### src/rtl/hazard_pkg.sv
// Shared types and constants for the ID-stage hazard and forwarding logic.
// Latency: n/a (declarations only).
// Backpressure: n/a.
package hazard_pkg;

    // Scoreboard states for the single in-flight MUL/DIV.
    typedef enum logic [1:0] {
        IDLE = 2'b00,
        BUSY = 2'b01,
        DONE = 2'b10
    } md_state_e;

    // Operand source selects driven to the ID/EX operand muxes.
    localparam logic [1:0] FWD_RF  = 2'b00;
    localparam logic [1:0] FWD_EXE = 2'b01;
    localparam logic [1:0] FWD_MEM = 2'b10;
    localparam logic [1:0] FWD_WB  = 2'b11;

    // RV32 major opcodes that matter for source-register usage.
    localparam logic [6:0] OP_LUI    = 7'b0110111;
    localparam logic [6:0] OP_AUIPC  = 7'b0010111;
    localparam logic [6:0] OP_JAL    = 7'b1101111;
    localparam logic [6:0] OP_RTYPE  = 7'b0110011;
    localparam logic [6:0] OP_STORE  = 7'b0100011;
    localparam logic [6:0] OP_BRANCH = 7'b1100011;

    // rs1 is read by everything except the U-type and JAL formats.
    function automatic logic uses_rs1(input logic valid, input logic [6:0] opcode);
        return valid && (opcode != OP_LUI) && (opcode != OP_AUIPC) && (opcode != OP_JAL);
    endfunction

    // rs2 is only read by R-type ALU/M ops, stores and branches.
    function automatic logic uses_rs2(input logic valid, input logic [6:0] opcode);
        return valid && ((opcode == OP_RTYPE) || (opcode == OP_STORE) || (opcode == OP_BRANCH));
    endfunction

endpackage

### src/rtl/hazard_forward_unit_fwd_select.sv
// Per-source forward select: picks the nearest pipeline stage writing this register.
// Latency: combinational.
// Backpressure: none; x0 and unused sources always read the register file.
module fwd_select
    import hazard_pkg::*;
#(
    parameter int AW = 5
) (
    input  logic [AW-1:0] src_addr_i,
    input  logic          src_used_i,
    input  logic [AW-1:0] exe_addr_i,
    input  logic          exe_en_i,
    input  logic [AW-1:0] mem_addr_i,
    input  logic          mem_en_i,
    input  logic [AW-1:0] wb_addr_i,
    input  logic          wb_en_i,
    output logic [1:0]    sel_o
);

    logic src_live;
    assign src_live = src_used_i && (src_addr_i != '0);

    // Priority EXE > MEM > WB so the youngest producer of the value wins.
    always_comb begin
        sel_o = FWD_RF;
        if (src_live) begin
            if (exe_en_i && (src_addr_i == exe_addr_i)) begin
                sel_o = FWD_EXE;
            end else if (mem_en_i && (src_addr_i == mem_addr_i)) begin
                sel_o = FWD_MEM;
            end else if (wb_en_i && (src_addr_i == wb_addr_i)) begin
                sel_o = FWD_WB;
            end
        end
    end

endmodule

### src/rtl/hazard_forward_unit.sv
// ID-stage operand forwarding, load-use detection and single MUL/DIV scoreboard.
// Latency: selects/STALL combinational; scoreboard state and stall counter registered.
// Backpressure: STALL freezes PC/IF/ID and BUBBLE injects a NOP into ID/EX.
module hazard_forward_unit
    import hazard_pkg::*;
#(
    parameter int REG_ADDR_WIDTH = 5,
    parameter int MUL_CYCLES     = 2,
    parameter int DIV_CYCLES     = 33,
    parameter int CNT_WIDTH      = $clog2(DIV_CYCLES + 1),
    parameter int PERF_WIDTH     = 32
) (
    input  logic                      CLK,
    input  logic                      RESET_N,
    input  logic                      ID_VALID,
    input  logic [6:0]                ID_OPCODE,
    input  logic                      ID_FUNCT7_0,
    input  logic [REG_ADDR_WIDTH-1:0] ID_ADDR1,
    input  logic [REG_ADDR_WIDTH-1:0] ID_ADDR2,
    input  logic [REG_ADDR_WIDTH-1:0] ID_RD,
    input  logic                      EXE_VALID,
    input  logic                      EXE_WRITE_EN,
    input  logic                      EXE_LOAD,
    input  logic                      EXE_MULDIV_START,
    input  logic                      EXE_IS_DIV,
    input  logic [REG_ADDR_WIDTH-1:0] EXE_ADDR,
    input  logic                      MEM_WRITE_EN,
    input  logic [REG_ADDR_WIDTH-1:0] MEM_ADDR,
    input  logic                      MEM_STORE,
    input  logic [REG_ADDR_WIDTH-1:0] MEM_RS2,
    input  logic                      WB_WRITE_EN,
    input  logic [REG_ADDR_WIDTH-1:0] WB_ADDR,
    output logic [1:0]                DATA1SEL,
    output logic [1:0]                DATA2SEL,
    output logic                      DATAMEMSEL,
    output logic                      STALL,
    output logic                      BUBBLE,
    output logic                      MULDIV_BUSY,
    output logic                      MULDIV_DONE,
    output logic [PERF_WIDTH-1:0]     STALL_COUNT
);

    localparam logic [CNT_WIDTH-1:0] MUL_LOAD = CNT_WIDTH'(MUL_CYCLES - 1);
    localparam logic [CNT_WIDTH-1:0] DIV_LOAD = CNT_WIDTH'(DIV_CYCLES - 1);

    md_state_e                 state_q;
    logic [CNT_WIDTH-1:0]      cnt_q;
    logic [REG_ADDR_WIDTH-1:0] md_dest_q;
    logic [PERF_WIDTH-1:0]     stall_cnt_q;
    logic [PERF_WIDTH-1:0]     stall_cnt_d;

    logic                 use1;
    logic                 use2;
    logic                 exe_fwd_en;
    logic [1:0]           fwd1;
    logic [1:0]           fwd2;
    logic                 load_use;
    logic                 md_active;
    logic                 md_done;
    logic                 md_dest_nz;
    logic                 raw1;
    logic                 raw2;
    logic                 waw;
    logic                 m_ext;
    logic                 sb_stall;
    logic                 stall_any;
    logic                 md_start;
    logic [CNT_WIDTH-1:0] md_load;

    // ------------------------------------------------------------------
    // Source usage and forwarding
    // ------------------------------------------------------------------
    assign use1 = uses_rs1(ID_VALID, ID_OPCODE);
    assign use2 = uses_rs2(ID_VALID, ID_OPCODE);

    // A load in EXE has no result yet, so it is never a forwarding source.
    assign exe_fwd_en = EXE_VALID && EXE_WRITE_EN && !EXE_LOAD;

    fwd_select #(.AW(REG_ADDR_WIDTH)) u_fwd1 (
        .src_addr_i (ID_ADDR1),
        .src_used_i (use1),
        .exe_addr_i (EXE_ADDR),
        .exe_en_i   (exe_fwd_en),
        .mem_addr_i (MEM_ADDR),
        .mem_en_i   (MEM_WRITE_EN),
        .wb_addr_i  (WB_ADDR),
        .wb_en_i    (WB_WRITE_EN),
        .sel_o      (fwd1)
    );

    fwd_select #(.AW(REG_ADDR_WIDTH)) u_fwd2 (
        .src_addr_i (ID_ADDR2),
        .src_used_i (use2),
        .exe_addr_i (EXE_ADDR),
        .exe_en_i   (exe_fwd_en),
        .mem_addr_i (MEM_ADDR),
        .mem_en_i   (MEM_WRITE_EN),
        .wb_addr_i  (WB_ADDR),
        .wb_en_i    (WB_WRITE_EN),
        .sel_o      (fwd2)
    );

    // Store data reaching MEM may still be in flight in WB.
    assign DATAMEMSEL = MEM_STORE && WB_WRITE_EN && (MEM_RS2 == WB_ADDR) && (MEM_RS2 != '0);

    // ------------------------------------------------------------------
    // Hazard detection
    // ------------------------------------------------------------------
    assign load_use = EXE_VALID && EXE_LOAD && EXE_WRITE_EN && (EXE_ADDR != '0) &&
                      ((use1 && (ID_ADDR1 == EXE_ADDR)) || (use2 && (ID_ADDR2 == EXE_ADDR)));

    assign md_active  = (state_q != IDLE);
    assign md_done    = (state_q == DONE);
    assign md_dest_nz = (md_dest_q != '0);

    assign raw1  = use1 && md_dest_nz && (ID_ADDR1 == md_dest_q);
    assign raw2  = use2 && md_dest_nz && (ID_ADDR2 == md_dest_q);
    assign waw   = ID_VALID && (ID_RD == md_dest_q);
    assign m_ext = ID_VALID && (ID_OPCODE == OP_RTYPE) && ID_FUNCT7_0;

    // In DONE the result is on the WB port, so RAW is satisfied by forwarding;
    // WAW and a second M op must still wait until the scoreboard is free.
    assign sb_stall = md_active && ID_VALID &&
                      ((!md_done && (raw1 || raw2)) || waw || m_ext);

    assign stall_any = load_use || sb_stall;

    assign STALL  = stall_any;
    assign BUBBLE = stall_any;

    // The MUL/DIV result overrides any stage select for its destination.
    assign DATA1SEL = (md_done && raw1) ? FWD_WB : fwd1;
    assign DATA2SEL = (md_done && raw2) ? FWD_WB : fwd2;

    assign MULDIV_BUSY = md_active;
    assign MULDIV_DONE = md_done;

    // ------------------------------------------------------------------
    // MUL/DIV scoreboard
    // ------------------------------------------------------------------
    assign md_start = EXE_VALID && EXE_MULDIV_START;
    assign md_load  = EXE_IS_DIV ? DIV_LOAD : MUL_LOAD;

    // Scoreboard FSM: count down the unit latency, pulse DONE for one cycle.
    always_ff @(posedge CLK or negedge RESET_N) begin
        if (!RESET_N) begin
            state_q   <= IDLE;
            cnt_q     <= '0;
            md_dest_q <= '0;
        end else begin
            case (state_q)
                IDLE: begin
                    if (md_start) begin
                        cnt_q     <= md_load;
                        md_dest_q <= EXE_ADDR;
                        state_q   <= (md_load == '0) ? DONE : BUSY;
                    end
                end
                BUSY: begin
                    cnt_q <= cnt_q - 1'b1;
                    if (cnt_q <= CNT_WIDTH'(1)) begin
                        state_q <= DONE;
                    end
                end
                DONE: begin
                    state_q <= IDLE;
                end
                default: begin
                    state_q <= IDLE;
                end
            endcase
        end
    end

    // ------------------------------------------------------------------
    // Stall-cycle performance counter (saturating)
    // ------------------------------------------------------------------
    assign stall_cnt_d = (stall_any && (stall_cnt_q != '1)) ? stall_cnt_q + 1'b1 : stall_cnt_q;

    // Count every stalled cycle once, regardless of how many hazards caused it.
    always_ff @(posedge CLK or negedge RESET_N) begin
        if (!RESET_N) begin
            stall_cnt_q <= '0;
        end else begin
            stall_cnt_q <= stall_cnt_d;
        end
    end

    assign STALL_COUNT = stall_cnt_q;

endmodule
### config.mk
export PLATFORM = sky130hd
export DESIGN_NAME = hazard_forward_unit
export DESIGN_NICKNAME = d
export VERILOG_FILES = /design/src/rtl/hazard_pkg.sv /design/src/rtl/hazard_forward_unit_fwd_select.sv /design/src/rtl/hazard_forward_unit.sv
export SDC_FILE = /design/constraint.sdc
export NUM_CORES = 1
export LEC_CHECK = 0
export ABC_AREA = 0
export BUFFER_PORTS_ARGS = -buffer_cell sky130_fd_sc_hd__buf_2
export CELL_PAD_IN_SITES_DETAIL_PLACEMENT = 2
export CELL_PAD_IN_SITES_GLOBAL_PLACEMENT = 2
export CORE_ASPECT_RATIO = 0.6
export CORE_MARGIN = 4
export CORE_UTILIZATION = 30
export DETAILED_ROUTE_END_ITERATION = 10
export HOLD_SLACK_MARGIN = 0.15
export PLACE_DENSITY_LB_ADDON = 0.12
export SKIP_LAST_GASP = 1
export SLEW_MARGIN = 20
export SYNTH_ARGS = -nofsm -noshare
export SYNTH_HDL_FRONTEND = slang
export SYNTH_SLANG_ARGS = --single-unit
### constraint.sdc
create_clock -name CLK -period 7 [get_ports CLK]
set_input_delay 1.05 -clock CLK [delete_from_list [all_inputs] [get_ports CLK]]
set_output_delay 1.05 -clock CLK [all_outputs]
set_load 0.02 [all_outputs]
== Word level (Yosys, flattened, before mapping) ==
Cells that the tools add are included.

* Add/sub/neg operators: 2
* Order comparisons: 1
* Equality and inequality tests: 21
* Mux-type cells: 17
* Reduce and logical (&&, ||, !) cells: 58

{| class="wikitable"
|+ Operators by type and width
! kind !! number
|-
| $eq A5 B5 Y1 || 10
|-
| $logic_and A1 B1 Y1 || 37
|-
| $add A32 B1 Y32 const B || 1
|-
| $ne A32 B32 Y1 const B || 1
|-
| $mux W2 || 13
|-
| $reduce_bool A5 Y1 || 5
|-
| $eq A7 B6 Y1 const B || 2
|-
| $mux W6 || 2
|-
| $pmux W6 S2 || 1
|-
| $eq A7 B7 Y1 const B || 1
|-
| $logic_or A1 B1 Y1 || 7
|-
| $ne A7 B5 Y1 const B || 1
|-
| $ne A7 B6 Y1 const B || 1
|-
| $ne A7 B7 Y1 const B || 1
|-
| $le A6 B1 Y1 const B || 1
|-
| $logic_not A6 Y1 || 1
|-
| $reduce_and A2 Y1 || 3
|-
| $sub A6 B1 Y6 const B || 1
|-
| $ne A2 B2 Y1 const B || 2
|-
| $pmux W2 S2 || 1
|-
| $reduce_bool A2 Y1 || 2
|-
| $eq A2 B1 Y1 const B || 1
|-
| $eq A2 B2 Y1 const B || 1
|-
| $logic_not A1 Y1 || 2
|-
| $logic_not A2 Y1 || 1
|}

* Flip-flop bits (word level): 45
* Input bits: 54
* Output and inout port bits: 41
* Word-level logic and storage cells: 103

== Logic depth before layout (Yosys ltp) ==
* Word-level depth: 13
* Depth in mapped cells: 9
* Gate-level depth less buffers: 8

== Modules after synthesis ==
Synthesis repeated with hierarchy kept, for this count alone.

* Cell total of the unflattened synthesis: 347
* Area total of the unflattened synthesis: 3256.9 um2

{| class="wikitable"
|+ Modules (own cells, without submodules)
! module !! times used !! cells each !! area each (um2) !! seq. area each (um2)
|-
| hazard_forward_unit || 1 || 293 || 2834.0 || 1126.1
|-
| fwd_select || 2 || 27 || 211.5 || 0.0
|}

== Worst setup path before layout ==
OpenSTA, ideal clock, no wires.

* Path kind: input to output
* Start: input port ID_OPCODE[3]
* End: output port STALL
* Arrival time: 2.540 ns
* Required time: 5.950 ns
* Slack: 3.410 ns
* Stages on the path: 7
* Path buffers: 2
* Cell sequence: or3b_2 > a21oi_1 > nor4b_1 > o221ai_1 > nand3_2 > buf_2 > buf_4

* Cells in the longest elaborated chain, start to end: 12
* Elaborated cells on any way between the ends: 28
* Those cells by class: 6 x eq/ne; 22 x reduce/logical

{| class="wikitable"
|+ Ends and longest elaborated chain
! item !! RTL line !! source
|-
| start, declared || hazard_forward_unit.sv:16 || <nowiki>input logic [6:0] ID_OPCODE,</nowiki>
|-
| $ne A7 B6 Y1, or another cell as far along || hazard_pkg.sv:29 || <nowiki>return valid && (opcode != OP_LUI) && (opcode != OP_AUIPC) && (opcode != OP_JAL);</nowiki>
|-
| $logic_and A1 B1 Y1 / $logic_or A1 B1 Y1 (equally long branches) (2 in series) || hazard_pkg.sv:29, hazard_pkg.sv:34 ||
|-
| $logic_and A1 B1 Y1 (on tied branches) || hazard_pkg.sv:29, hazard_pkg.sv:34 ||
|-
| $logic_and A1 B1 Y1 (on tied branches) (2 in series) || hazard_forward_unit.sv:116, hazard_forward_unit.sv:117 ||
|-
| $logic_or A1 B1 Y1 || hazard_forward_unit.sv:124 || <nowiki>((!md_done && (raw1 || raw2)) || waw || m_ext);</nowiki>
|-
| $logic_and A1 B1 Y1 || hazard_forward_unit.sv:124 ||
|-
| $logic_or A1 B1 Y1 (2 in series) || hazard_forward_unit.sv:124 ||
|-
| $logic_and A1 B1 Y1 || hazard_forward_unit.sv:123 || <nowiki>assign sb_stall = md_active && ID_VALID &&</nowiki>
|-
| $logic_or A1 B1 Y1 (*) || hazard_forward_unit.sv:126 || <nowiki>assign stall_any = load_use || sb_stall;</nowiki>
|-
| end, declared || hazard_forward_unit.sv:36 || <nowiki>output logic STALL,</nowiki>
|}

Every way passes the cells marked *; elsewhere a longest branch is shown, timed or not.

== Worst setup path after layout ==
* Start: input port ID_OPCODE[3]
* End: output port BUBBLE

* Cells in the longest elaborated chain, start to end: 12
* Elaborated cells on any way between the ends: 28
* Those cells by class: 6 x eq/ne; 22 x reduce/logical

{| class="wikitable"
|+ Ends and longest elaborated chain
! item !! RTL line !! source
|-
| $ne A7 B6 Y1, or another cell as far along || hazard_pkg.sv:29 ||
|-
| $logic_and A1 B1 Y1 / $logic_or A1 B1 Y1 (equally long branches) (2 in series) || hazard_pkg.sv:29, hazard_pkg.sv:34 ||
|-
| $logic_and A1 B1 Y1 (on tied branches) || hazard_pkg.sv:29, hazard_pkg.sv:34 ||
|-
| $logic_and A1 B1 Y1 (on tied branches) (2 in series) || hazard_forward_unit.sv:116, hazard_forward_unit.sv:117 ||
|-
| $logic_or A1 B1 Y1 || hazard_forward_unit.sv:124 ||
|-
| $logic_and A1 B1 Y1 || hazard_forward_unit.sv:124 ||
|-
| $logic_or A1 B1 Y1 (2 in series) || hazard_forward_unit.sv:124 ||
|-
| $logic_and A1 B1 Y1 || hazard_forward_unit.sv:123 ||
|-
| $logic_or A1 B1 Y1 (*) || hazard_forward_unit.sv:126 ||
|-
| end, declared || hazard_forward_unit.sv:37 || <nowiki>output logic BUBBLE,</nowiki>
|}

Marked as above.

==> impl_results.md <==
- Setup crit end kind: output port
- Net switching power figure: 161 uW
- Die H: 85.8 um
- Arrival time reported for the critical path endpoint: 3.38 ns
- Post-route minimum period: 4.43 ns
- Number of input and output port buffers inserted: 94
- Number of max-capacitance violations reported: 0
- Most frequent cells in the layout: 94 x buf_2, 63 x xnor2_1, 45 x dfrtp_1
- Hold worst-path end: STALL_COUNT[8]
- CP max FO: 33
- Most common cell after layout, fill and taps aside: buf_2
- Via-to-Cell Ratio: 5.13
- Worst hold slack after final layout: 0.494 ns
- Die area: 11800 sq um
- Global routing usage on met1: 0.310
- Number of vias after detailed routing: 2843
- DR iter-0 viols: 144
- Critical path data required time: 5.95 ns
- Final weighted congestion in routability-driven placement: 0.802
- Met2 usage: 0.273
- Source-to-sink clock delay at the later pin of the worst-skew pair: 0.29 ns
- Clock tree root buffer cell: clkbuf_16
- Number of library cell types mapped by synthesis: 43
- Number of cells traversed by the worst hold path: 1
- Pin count of the biggest net entering global routing: 46
- Residual overflow from global routing: 0
- Worst setup slack for register-to-register paths: 4.02 ns
- TritonCTS Buffers: 5
- Most used routing layer: met1
- Synthesized Nets: 392
- Finish-stage setup viols: 0
- Maximum count of clock buffers along a single path: 2
- Initial Utilization: 0.307
- Cts repair resizes: 0
- Via count of the first global-routing pass: 3108
- IR drop worst, VDD: 0.0000778 V
- Clock Sink Count: 45
- Detailed-router iteration count before antenna repair: 4
- Hold/Removal Path Class: flop to flop
- RR Endpoint: STALL_COUNT[1]
- Met3 track demand over resource in global routing: 0.0346
- Post-synthesis sequential area ratio: 0.372
- Global-route wire length before repair: 17700 um
- Post-synthesis async set-or-reset flop share: 1.00
- PD cells: 160 nW/um^2
- Overall global routing resource usage: 0.193
- Growth of design area from synthesis to finish: 23.0%
- Worst-Margin Slew: 0.750 ns
- Cell leakage power: 0.00170 uW
- RSZ-0062 raised after global routing: no
- Post-synthesis sequential element count: 45
- Detailed-placement wirelength estimate: 8840 um
- Achievable clock frequency: 226 MHz
- Ratio of cells with drive above 1 in the final layout: 0.263
- Number of cells on the worst reg-to-reg path: 7
- Final Hold Violating Endpoints: 0
- Post-route DRC violation count: 0
- TritonCTS clock tree: built
- Net Sw Frac: 0.269
- Number of nets in the finished design: 475
- Clk network pwr share: 0.387
- Yosys Warn Count: 0
- Total of hold buffers inserted after clock tree synthesis: 0
- Total Negative Setup Slacks: 0 ns
- Top flip-flop cell by instance count after synthesis: dfrtp_1
- Filler Cell Count: 1129
- Share of the clock period used by the worst path after layout: 0.632
- Startpoint of the most critical setup path: ID_OPCODE[3]
- Internal power summed over all cells: 436 uW
- Antenna diode instance count: 0
- Number of nets with antenna violations after detailed routing: 0
- Proportion of power drawn by combinational gates: 0.156
- Startpoint kind of the worst setup timing path: primary input
- CTS clock-pin slew for the worst setup and hold paths: 0.07 ns
- Share of power burned in registers: 0.457
- Post-DR wirelength/cell: 19.7 um
- Num rows: 28
- Top-level port count: 95
- Area of the core: 9840 sq um
- Buffers inserted by post-CTS timing repair: 0
- Final max-slew violation count: 0
- Worst r2r src: md_dest_q[1]
- Critical hold path startpoint: STALL_COUNT[8]
- Number of enable flip-flop cells after synthesis: 0
- Headroom to the max-slew limit: 0.499
- Clock H-tree levels: 2
- Crit path kind: primary input to output port
- Post-synthesis cell count: 335
- X dimension of the die: 138 um
- Outcome: complete, no violations
- Netlist area before placement: 3020 sq um
- Average instance area after synthesis: 9.03 sq um
- Number of antenna violations at the first check in global routing: 0
- Final wirelength: 10900 um
- Post-route clock skew: 0.00745 ns
sequential cells by signal, summed over array words and instances, names as in the netlist:
register	cells
cnt_q	6
STALL_COUNT	32
md_dest_q	5
state_q	2
power by group through the flow:
stage	registers, uW	clock network (uW)	logic [uW]
floorplan	283	0	41.6
global placement	277	0	89.6
detailed placement	278	0	93.6
CTS	273	240	94.0
global route	273	256	102
finish	273	231	93.0
through the flow:
stage / instances / utilization / cell area [sq um] / power [uW] / setup WS, ns
6_report: 554 / 0.378 / 3720 / 597 / 2.57
5_1_grt: 554 / 0.378 / 3720 / 631 / 2.39
4_1_cts: 554 / 0.378 / 3720 / 607 / 2.58
3_5_place_dp: 546 / 0.364 / 3580 / 371 / 2.57
3_3_place_gp: 546 / 0.364 / 3580 / 367 / 2.69
2_1_floorplan: 335 / - / 3020 / 324 / 3.41
cell type report:
cell class	count	area (sq um)	share of cell area
clock buffers	6	129	0.0347
clock inverters	2	10.0	0.00269
inverters	6	22.5	0.00606
multi-input cells	265	1780	0.480
flip-flops and latches	45	1130	0.303
well taps	135	169	0.0454
repair buffers	95	478	0.129
cells in the mapped netlist (2+ instances only):
cell | n | area share
o21ai_0 | 9 | 0.015
and2_1 | 6 | 0.012
nand2_1 | 32 | 0.040
xor2_1 | 18 | 0.052
nor3_1 | 10 | 0.017
nor2_1 | 12 | 0.015
nor4b_1 | 2 | 0.0058
xnor2_1 | 63 | 0.18
o41ai_1 | 2 | 0.0058
inv_1 | 5 | 0.0062
buf_4 | 2 | 0.0050
nand3_1 | 27 | 0.045
nand3_2 | 2 | 0.0066
or3_1 | 2 | 0.0041
or4_1 | 5 | 0.012
a21oi_1 | 4 | 0.0066
dfrtp_1 | 45 | 0.37
o211ai_1 | 3 | 0.0074
nor4_1 | 7 | 0.014
and3_1 | 16 | 0.033
ha_1 | 3 | 0.012
clkbuf_1 | 12 | 0.015
buf_2 | 4 | 0.0066
nor2b_1 | 6 | 0.012
nand4_1 | 18 | 0.037
and4_1 | 2 | 0.0058
nand2b_1 | 2 | 0.0041
cells by family (layout without fill, tap and decap cells):
family / count (synthesis) / after routing / synth area share
buffers and inverters: 25 / 109 / 0.0376
adder cells (fa/ha/maj): 3 / 3 / 0.0124
multiplexers: 1 / 1 / 0.00496
AND/OR/NAND/NOR: 156 / 156 / 0.287
flip-flops: 45 / 45 / 0.372
AO/OA/AOI/OAI: 24 / 24 / 0.0509
XOR/XNOR: 81 / 81 / 0.235
how the worst max path moves through the flow:
stage / to / slack, ns / cells after the start
floorplan: STALL / 3.41 / 7
global placement: STALL / 2.69 / 7
detailed placement: BUBBLE / 2.57 / 7
CTS: BUBBLE / 2.58 / 7
global route: STALL / 2.39 / 7
finish: BUBBLE / 2.57 / 7
critical path: stages:
cell	delay [ns]
buf_2	0.11
or3b_2	0.45
a21oi_1	0.35
nor4b_1	0.17
o211ai_1	0.22
nand3_2	0.61
buf_2	0.40
routing by layer:
metal	vias to the layer above	part of all wire
li1	1334	-
met1	1436	0.54
met2	66	0.41
met3	7	0.052
met4	0	0.0040
met5	-	0
Power figures use the tool's default switching activity.
